<file path="config.mk">
export PLATFORM = sky130hd
export DESIGN_NAME = booth_prod_accum
export DESIGN_NICKNAME = d
export VERILOG_FILES = /design/src/rtl/booth_prod_accum.sv
export SDC_FILE = /design/constraint.sdc
export NUM_CORES = 1
export LEC_CHECK = 0
export ABC_AREA = 1
export BUFFER_PORTS_ARGS = -buffer_cell sky130_fd_sc_hd__buf_2
export CAP_MARGIN = 20
export CORE_UTILIZATION = 60
export DETAILED_ROUTE_END_ITERATION = 12
export PLACE_DENSITY = 0.79
export SYNTH_ARGS = -nofsm -noshare
export SYNTH_HDL_FRONTEND = slang
export SYNTH_SLANG_ARGS = --single-unit
</file>
<file path="constraint.sdc">
create_clock -name clk -period 2.4 [get_ports clk]
set_input_delay 0.12 -clock clk [delete_from_list [all_inputs] [get_ports clk]]
set_output_delay 0.12 -clock clk [all_outputs]
set_load 0.005 [all_outputs]
</file>
<file path="src/rtl/booth_prod_accum.sv">
`default_nettype none
// ============================================================================
// Module   : booth_prod_accum
// Brief    : Saturating 16-bit multiply-accumulate back end for the 4x4 Booth
//            multiplier. Sums signed products per block and, on the block's
//            last product, streams the sum out as two bytes (low, then high)
//            over a valid/ready byte port.
// Revision : 1.0 - initial release
// ============================================================================
module booth_prod_accum #(
    parameter int PROD_W = 8,
    parameter int ACC_W  = 16,
    parameter int OUT_W  = 8
) (
    input  logic              clk,
    input  logic              rst,
    input  logic [PROD_W-1:0] prod_data,
    input  logic              prod_valid,
    input  logic              prod_last,
    output logic              prod_ready,
    input  logic              clear,
    output logic [OUT_W-1:0]  out_byte,
    output logic              out_hi,
    output logic              out_valid,
    input  logic              out_ready,
    output logic              sat_flag,
    output logic [7:0]        term_cnt
);

    typedef enum logic [1:0] {
        ST_ACCUM  = 2'd0,
        ST_OUT_LO = 2'd1,
        ST_OUT_HI = 2'd2
    } state_t;

    // Saturation limits expressed at the one-bit-wider sum width
    localparam logic signed [ACC_W:0] c_SUM_MAX = {2'b00, {(ACC_W-1){1'b1}}};
    localparam logic signed [ACC_W:0] c_SUM_MIN = {2'b11, {(ACC_W-1){1'b0}}};
    localparam logic [7:0]            c_CNT_MAX = 8'hFF;

    state_t               state_q, state_d;
    logic [ACC_W-1:0]     acc_q, acc_d;
    logic [ACC_W-1:0]     result_q, result_d;
    logic [7:0]           cnt_q, cnt_d;
    logic                 sat_q, sat_d;
    // Set when a drain finishes: the next block restarts its count/flag
    logic                 fresh_q, fresh_d;
    logic [OUT_W-1:0]     out_byte_q, out_byte_d;
    logic                 out_hi_q, out_hi_d;
    logic                 out_valid_q, out_valid_d;

    logic                 w_accept;
    logic                 w_restart;
    logic [ACC_W-1:0]     w_acc_base;
    logic [7:0]           w_cnt_base;
    logic                 w_sat_base;
    logic signed [ACC_W:0] w_sum;
    logic [ACC_W-1:0]     w_sat_sum;
    logic                 w_sat_hit;

    assign prod_ready = (state_q == ST_ACCUM) && !rst;
    assign w_accept   = prod_valid && prod_ready;

    // Clear takes effect before the same-cycle product; a finished drain acts
    // as a clear of the block statistics (accumulator is already zero then)
    assign w_restart  = clear || fresh_q;
    assign w_acc_base = clear     ? '0   : acc_q;
    assign w_cnt_base = w_restart ? 8'd0 : cnt_q;
    assign w_sat_base = w_restart ? 1'b0 : sat_q;

    // Sign-extended add at ACC_W+1 bits, then clamp to the ACC_W range
    always_comb begin
        w_sum     = $signed({w_acc_base[ACC_W-1], w_acc_base})
                  + $signed({{(ACC_W+1-PROD_W){prod_data[PROD_W-1]}}, prod_data});
        w_sat_hit = 1'b0;
        w_sat_sum = w_sum[ACC_W-1:0];
        if (w_sum > c_SUM_MAX) begin
            w_sat_sum = c_SUM_MAX[ACC_W-1:0];
            w_sat_hit = 1'b1;
        end else if (w_sum < c_SUM_MIN) begin
            w_sat_sum = c_SUM_MIN[ACC_W-1:0];
            w_sat_hit = 1'b1;
        end
    end

    // Next-state, datapath and registered-output decode
    always_comb begin
        state_d     = state_q;
        acc_d       = acc_q;
        result_d    = result_q;
        cnt_d       = cnt_q;
        sat_d       = sat_q;
        fresh_d     = fresh_q;
        out_byte_d  = out_byte_q;
        out_hi_d    = out_hi_q;
        out_valid_d = out_valid_q;

        case (state_q)
            ST_ACCUM: begin
                if (clear) begin
                    acc_d   = '0;
                    cnt_d   = 8'd0;
                    sat_d   = 1'b0;
                    fresh_d = 1'b0;
                end
                if (w_accept) begin
                    fresh_d = 1'b0;
                    cnt_d   = (w_cnt_base == c_CNT_MAX) ? c_CNT_MAX : w_cnt_base + 8'd1;
                    sat_d   = w_sat_base | w_sat_hit;
                    if (prod_last) begin
                        acc_d       = '0;
                        result_d    = w_sat_sum;
                        state_d     = ST_OUT_LO;
                        out_valid_d = 1'b1;
                        out_hi_d    = 1'b0;
                        out_byte_d  = w_sat_sum[OUT_W-1:0];
                    end else begin
                        acc_d = w_sat_sum;
                    end
                end
            end
            ST_OUT_LO: begin
                if (out_ready) begin
                    state_d    = ST_OUT_HI;
                    out_hi_d   = 1'b1;
                    out_byte_d = result_q[ACC_W-1:OUT_W];
                end
            end
            ST_OUT_HI: begin
                if (out_ready) begin
                    state_d     = ST_ACCUM;
                    out_valid_d = 1'b0;
                    fresh_d     = 1'b1;
                end
            end
            default: begin
                state_d     = ST_ACCUM;
                out_valid_d = 1'b0;
            end
        endcase
    end

    // State and datapath registers, asynchronously reset
    always_ff @(posedge clk or posedge rst) begin
        if (rst) begin
            state_q     <= ST_ACCUM;
            acc_q       <= '0;
            result_q    <= '0;
            cnt_q       <= 8'd0;
            sat_q       <= 1'b0;
            fresh_q     <= 1'b0;
            out_byte_q  <= '0;
            out_hi_q    <= 1'b0;
            out_valid_q <= 1'b0;
        end else begin
            state_q     <= state_d;
            acc_q       <= acc_d;
            result_q    <= result_d;
            cnt_q       <= cnt_d;
            sat_q       <= sat_d;
            fresh_q     <= fresh_d;
            out_byte_q  <= out_byte_d;
            out_hi_q    <= out_hi_d;
            out_valid_q <= out_valid_d;
        end
    end

    assign out_byte  = out_byte_q;
    assign out_hi    = out_hi_q;
    assign out_valid = out_valid_q;
    assign sat_flag  = sat_q;
    assign term_cnt  = cnt_q;

endmodule
`default_nettype wire

</file>
==> impl_metrics.prom <==
# TYPE chip_impl_metric gauge
chip_impl_metric{name="chipHeight",unit="um"} 78.2
chip_impl_info{name="tritoncts",value="yes"} 1
chip_impl_metric{name="first_pass_grt_wire_length",unit="um"} 15300
chip_impl_info{name="status",value="complete, but fails checks"} 1
chip_impl_metric{name="synth.lib_cells_used.distinct",unit=""} 37
chip_impl_metric{name="floorplan.initialDensity",unit="%"} 62.9
chip_impl_metric{name="fin_setup_tns",unit="ps"} -351
chip_impl_info{name="critical-path-top-cell-by-count",value="sky130_fd_sc_hd__nand2_2"} 1
chip_impl_metric{name="critPathMaxFanout",unit=""} 8
chip_impl_info{name="hold_path_class",value="primary input to flop"} 1
chip_impl_metric{name="power.density_cell_area",unit="mW/mm^2"} 810
chip_impl_metric{name="setup_ws",unit="ps"} -46.5
chip_impl_metric{name="critical_path.max_stage_delay",unit="ps"} 390
chip_impl_metric{name="multi_input_comb_area",unit="mm^2"} 0.00222
chip_impl_metric{name="die_width",unit="um"} 78.2
chip_impl_metric{name="final_antenna_net_count",unit=""} 0
chip_impl_metric{name="slew_headroom",unit="%"} 53.2
chip_impl_metric{name="clkLatencyLatePin",unit="ps"} 310
chip_impl_metric{name="place_hpwl",unit="um"} 6640
chip_impl_metric{name="clock.fmax",unit="GHz"} 0.409
chip_impl_metric{name="post_route_cells_drive_above_1_share",unit="%"} 27.6
chip_impl_metric{name="cap_viol_max_count",unit=""} 0
chip_impl_metric{name="drt_pass1_iterations",unit=""} 5
chip_impl_info{name="rsz0062_at_grt",value="true"} 1
chip_impl_metric{name="area_delta_synth_final",unit="%"} 22.1
chip_impl_metric{name="pin_count_of_the_biggest_net_entering_global_routing",unit=""} 25
chip_impl_metric{name="summed_instance_area_of_the_synthesized_netlist",unit="mm^2"} 0.00348
chip_impl_metric{name="insertedDiodeCount",unit=""} 0
chip_impl_info{name="end_kind",value="flop"} 1
chip_impl_metric{name="synth_area_per_cell",unit="um^2"} 6.69
chip_impl_metric{name="htree_levels",unit=""} 2
chip_impl_metric{name="cp_data_required_time",unit="ps"} 2630
chip_impl_metric{name="layout.nets",unit=""} 607
chip_impl_metric{name="hold_violations",unit=""} 0
chip_impl_metric{name="route.detailed.drc",unit=""} 0
chip_impl_metric{name="report.final.setup_viol",unit=""} 17
chip_impl_info{name="cts_root_buffer",value="sky130_fd_sc_hd__clkbuf_8"} 1
chip_impl_metric{name="timing_max_transition_violations_final",unit=""} 0
chip_impl_metric{name="coreArea",unit="mm^2"} 0.00554
chip_impl_metric{name="die_footprint",unit="mm^2"} 0.00612
chip_impl_metric{name="io_pins",unit=""} 34
chip_impl_metric{name="synth-edff-count",unit=""} 0
chip_impl_metric{name="wl_per_cell",unit="um"} 15.3
chip_impl_info{name="synthDominantAreaCellType",value="sky130_fd_sc_hd__dfrtp_1"} 1
chip_impl_metric{name="avgViaCountPerCell",unit=""} 5.54
chip_impl_metric{name="post_place_cells",unit=""} 626
chip_impl_metric{name="min_period",unit="ps"} 2450
chip_impl_metric{name="port_buffers",unit=""} 33
chip_impl_metric{name="detailroute.via_count",unit=""} 3591
chip_impl_info{name="violated_checks",value="negative setup slack"} 1
chip_impl_metric{name="worstMarginPinSlew",unit="ps"} 697
chip_impl_metric{name="postSynthCellCount",unit=""} 521
chip_impl_metric{name="postSynthNetCount",unit=""} 553
chip_impl_metric{name="final_cells",unit=""} 648
chip_impl_metric{name="rows",unit=""} 27
chip_impl_metric{name="numCtsBuffers",unit=""} 5
chip_impl_metric{name="grt_remaining_overflow",unit=""} 0
chip_impl_metric{name="clk_path_buf_depth",unit=""} 2
chip_impl_metric{name="worst_setup_hold_path_clk_slew",unit="ps"} 100
chip_impl_metric{name="cp_data_arrival_time",unit="ps"} 2680
chip_impl_metric{name="grt_pass1_vias",unit=""} 3304
chip_impl_info{name="crit_path_start_kind",value="flop"} 1
chip_impl_metric{name="async_flop_share",unit="%"} 100
chip_impl_metric{name="drt_iter0_drc",unit=""} 323
chip_impl_metric{name="clock-sinks",unit=""} 46
chip_impl_metric{name="grt_util_all_layers",unit="%"} 31.8
chip_impl_metric{name="ys_seq_elements",unit=""} 46
chip_impl_metric{name="yosys.area.top_type_share",unit="%"} 33.0
chip_impl_metric{name="place_area",unit="mm^2"} 0.00375
chip_impl_info{name="yosys-top-cells-area",value="sky130_fd_sc_hd__dfrtp_1 (33%), sky130_fd_sc_hd__nand2_1 (18%), sky130_fd_sc_hd__inv_1 (8.3%)"} 1
chip_impl_metric{name="gpl.final_weighted_congestion",unit=""} 0.918
chip_impl_metric{name="postLayoutCellArea",unit="mm^2"} 0.00426
chip_impl_info{name="path_class",value="flop to flop"} 1
chip_impl_info{name="dominantRegCellSynth",value="sky130_fd_sc_hd__dfrtp_1"} 1
chip_impl_info{name="worstPathCellList",value="inv_2, nor2_4, ha_4, inv_2, fa_2, inv_2, nand2_2, nand2_2, nand3_2, nand2_2, nand2_2, nand2_2, nand2_2, nand2_4, nand2_8, buf_12, nand2_2, nand2_1, a21oi_2"} 1
chip_impl_metric{name="skew",unit="ps"} 13.1
chip_impl_metric{name="number_of_warning_messages_in_the_yosys_log",unit=""} 0
chip_impl_metric{name="share_of_the_clock_period_used_by_the_worst_path_after_layout",unit="%"} 102
chip_impl_metric{name="antenna_found_initial",unit=""} 0
chip_impl_metric{name="storage_cell_area",unit="mm^2"} 0.00115
chip_impl_metric{name="drt_wl_total",unit="um"} 9910
chip_impl_metric{name="cellLeakagePower",unit="uW"} 0.00228
chip_impl_metric{name="ir_drop",unit="uV"} 457
chip_impl_info{name="slowest_stage",value="sky130_fd_sc_hd__fa_2"} 1
chip_impl_metric{name="fillerInstances",unit=""} 415
chip_impl_metric{name="sequential_share_of_the_synthesized_area",unit="%"} 33.0
## synthesized netlist by cell type, types with 3 or more instances
| master | number |
|---|---|
| sky130_fd_sc_hd__dfrtp_1 | 46 |
| sky130_fd_sc_hd__nand4_1 | 4 |
| sky130_fd_sc_hd__buf_4 | 3 |
| sky130_fd_sc_hd__inv_1 | 77 |
| sky130_fd_sc_hd__a21oi_1 | 22 |
| sky130_fd_sc_hd__nor2_4 | 4 |
| sky130_fd_sc_hd__o21ai_0 | 40 |
| sky130_fd_sc_hd__inv_2 | 4 |
| sky130_fd_sc_hd__nor2_1 | 51 |
| sky130_fd_sc_hd__clkbuf_1 | 3 |
| sky130_fd_sc_hd__nand2_2 | 7 |
| sky130_fd_sc_hd__nand2_1 | 167 |
| sky130_fd_sc_hd__nand3_1 | 19 |
| sky130_fd_sc_hd__xor2_1 | 9 |
| sky130_fd_sc_hd__a21oi_2 | 9 |
| sky130_fd_sc_hd__o21ai_1 | 8 |
| sky130_fd_sc_hd__nor3_2 | 3 |
| sky130_fd_sc_hd__buf_2 | 3 |
| sky130_fd_sc_hd__ha_1 | 17 |
| sky130_fd_sc_hd__xnor2_1 | 3 |
## final timing paths
kind | cells after the start | start | end | slack (ps)
min in group asynchronous | 3 | rst | state_q[1] | 410
hold reg to reg | 2 | out_byte[3] | out_byte[3] | 480
setup / recovery | 19 | acc_q[0] | acc_q[10] | -50
hold / removal | 3 | out_ready | fresh_q | 110
setup reg to reg | 19 | acc_q[0] | acc_q[10] | -50
max in group asynchronous | 4 | rst | acc_q[7] | 1290
## cells in the final DEF, fill, tap and decap left out, types with 4 or more instances in the layout
cell | synthesis | layout
sky130_fd_sc_hd__clkbuf_8 | 0 | 5
sky130_fd_sc_hd__nand2_1 | 167 | 132
sky130_fd_sc_hd__nand3_1 | 19 | 17
sky130_fd_sc_hd__nor2_4 | 4 | 5
sky130_fd_sc_hd__nand4_1 | 4 | 4
sky130_fd_sc_hd__buf_4 | 3 | 19
sky130_fd_sc_hd__xor2_1 | 9 | 9
sky130_fd_sc_hd__nand2_2 | 7 | 31
sky130_fd_sc_hd__dfrtp_1 | 46 | 46
sky130_fd_sc_hd__o21ai_1 | 8 | 11
sky130_fd_sc_hd__a21oi_1 | 22 | 16
sky130_fd_sc_hd__ha_1 | 17 | 15
sky130_fd_sc_hd__nand2_4 | 2 | 12
sky130_fd_sc_hd__inv_2 | 4 | 8
sky130_fd_sc_hd__inv_1 | 77 | 73
sky130_fd_sc_hd__nor2_2 | 1 | 5
sky130_fd_sc_hd__buf_2 | 3 | 33
sky130_fd_sc_hd__o21ai_0 | 40 | 31
sky130_fd_sc_hd__a21oi_2 | 9 | 14
sky130_fd_sc_hd__o21ai_2 | 0 | 6
sky130_fd_sc_hd__nor2_1 | 51 | 46
## state kept, by name, summed over array words and instances (netlist names)
name	flops
acc_q	16
out_byte	8
result_q	8
term_cnt	8
state_q	2
fresh_q	1
out_hi	1
out_valid	1
sat_flag	1
## routing by layer
layer / routed length [um] / up-vias / GRT usage (%) / share of wire, %
li1: - / 1731 / - / -
met5: 0 / - / 0 / 0
met3: 658 / 30 / 4.53 / 6.6
met4: 295 / 0 / 10.6 / 3.0
met2: 4680 / 164 / 52.4 / 47
met1: 4270 / 1666 / 42.9 / 43
## per-stage QoR
stage	power (uW)	hold slack [ps]	setup WS (ps)	util (%)
floorplan	2100	262	63.1	-
global placement	2460	210	2.18	67.8
detailed placement	2500	210	-75.4	67.8
CTS	3000	117	-16.1	69.8
global route	3680	130	-197	76.8
finish	3450	115	-46.5	76.8
## where the power goes
part           internal, uW  switching (uW)
clock                   205             289
sequential             1000             114
combinational           690            1150
## repair_timing
item	4_1_cts	5_1_grt
endpoints found under the setup margin	6	31
buffers inserted	0	12
hold buffers	1	0
gates resized for setup	4	92
pin swaps	0	25
endpoints found under the hold margin	23	0
cloned	0	1
## worst max-delay path, delay by kind of cell (launching register included)
kind	cells	cell delay (ps)
fa+ha+maj	2	540
simple gates	12	980
buf+inv	4	310
flops	1	370
compound gates	1	140
## cell type report
type,count,area share [%]
Inverter,83,7.38
Sequential cell,46,27.1
Timing Repair Buffer,58,9.09
Clock inverter,3,0.500
Tap cell,72,2.12
Multi-Input combinational cell,381,52.2
Clock buffer,5,1.62
## logic make-up after synthesis
kind of cell	after synthesis	share of synthesized area, %
AND/OR/NAND/NOR	264	32.2
flip-flops	46	33.0
buffers and inverters	95	11.2
XOR/XNOR	12	3.02
adder cells (fa/ha/maj)	18	6.68
AO/OA/AOI/OAI	86	13.9
No activity file was read; power rests on OpenSTA's default activity.
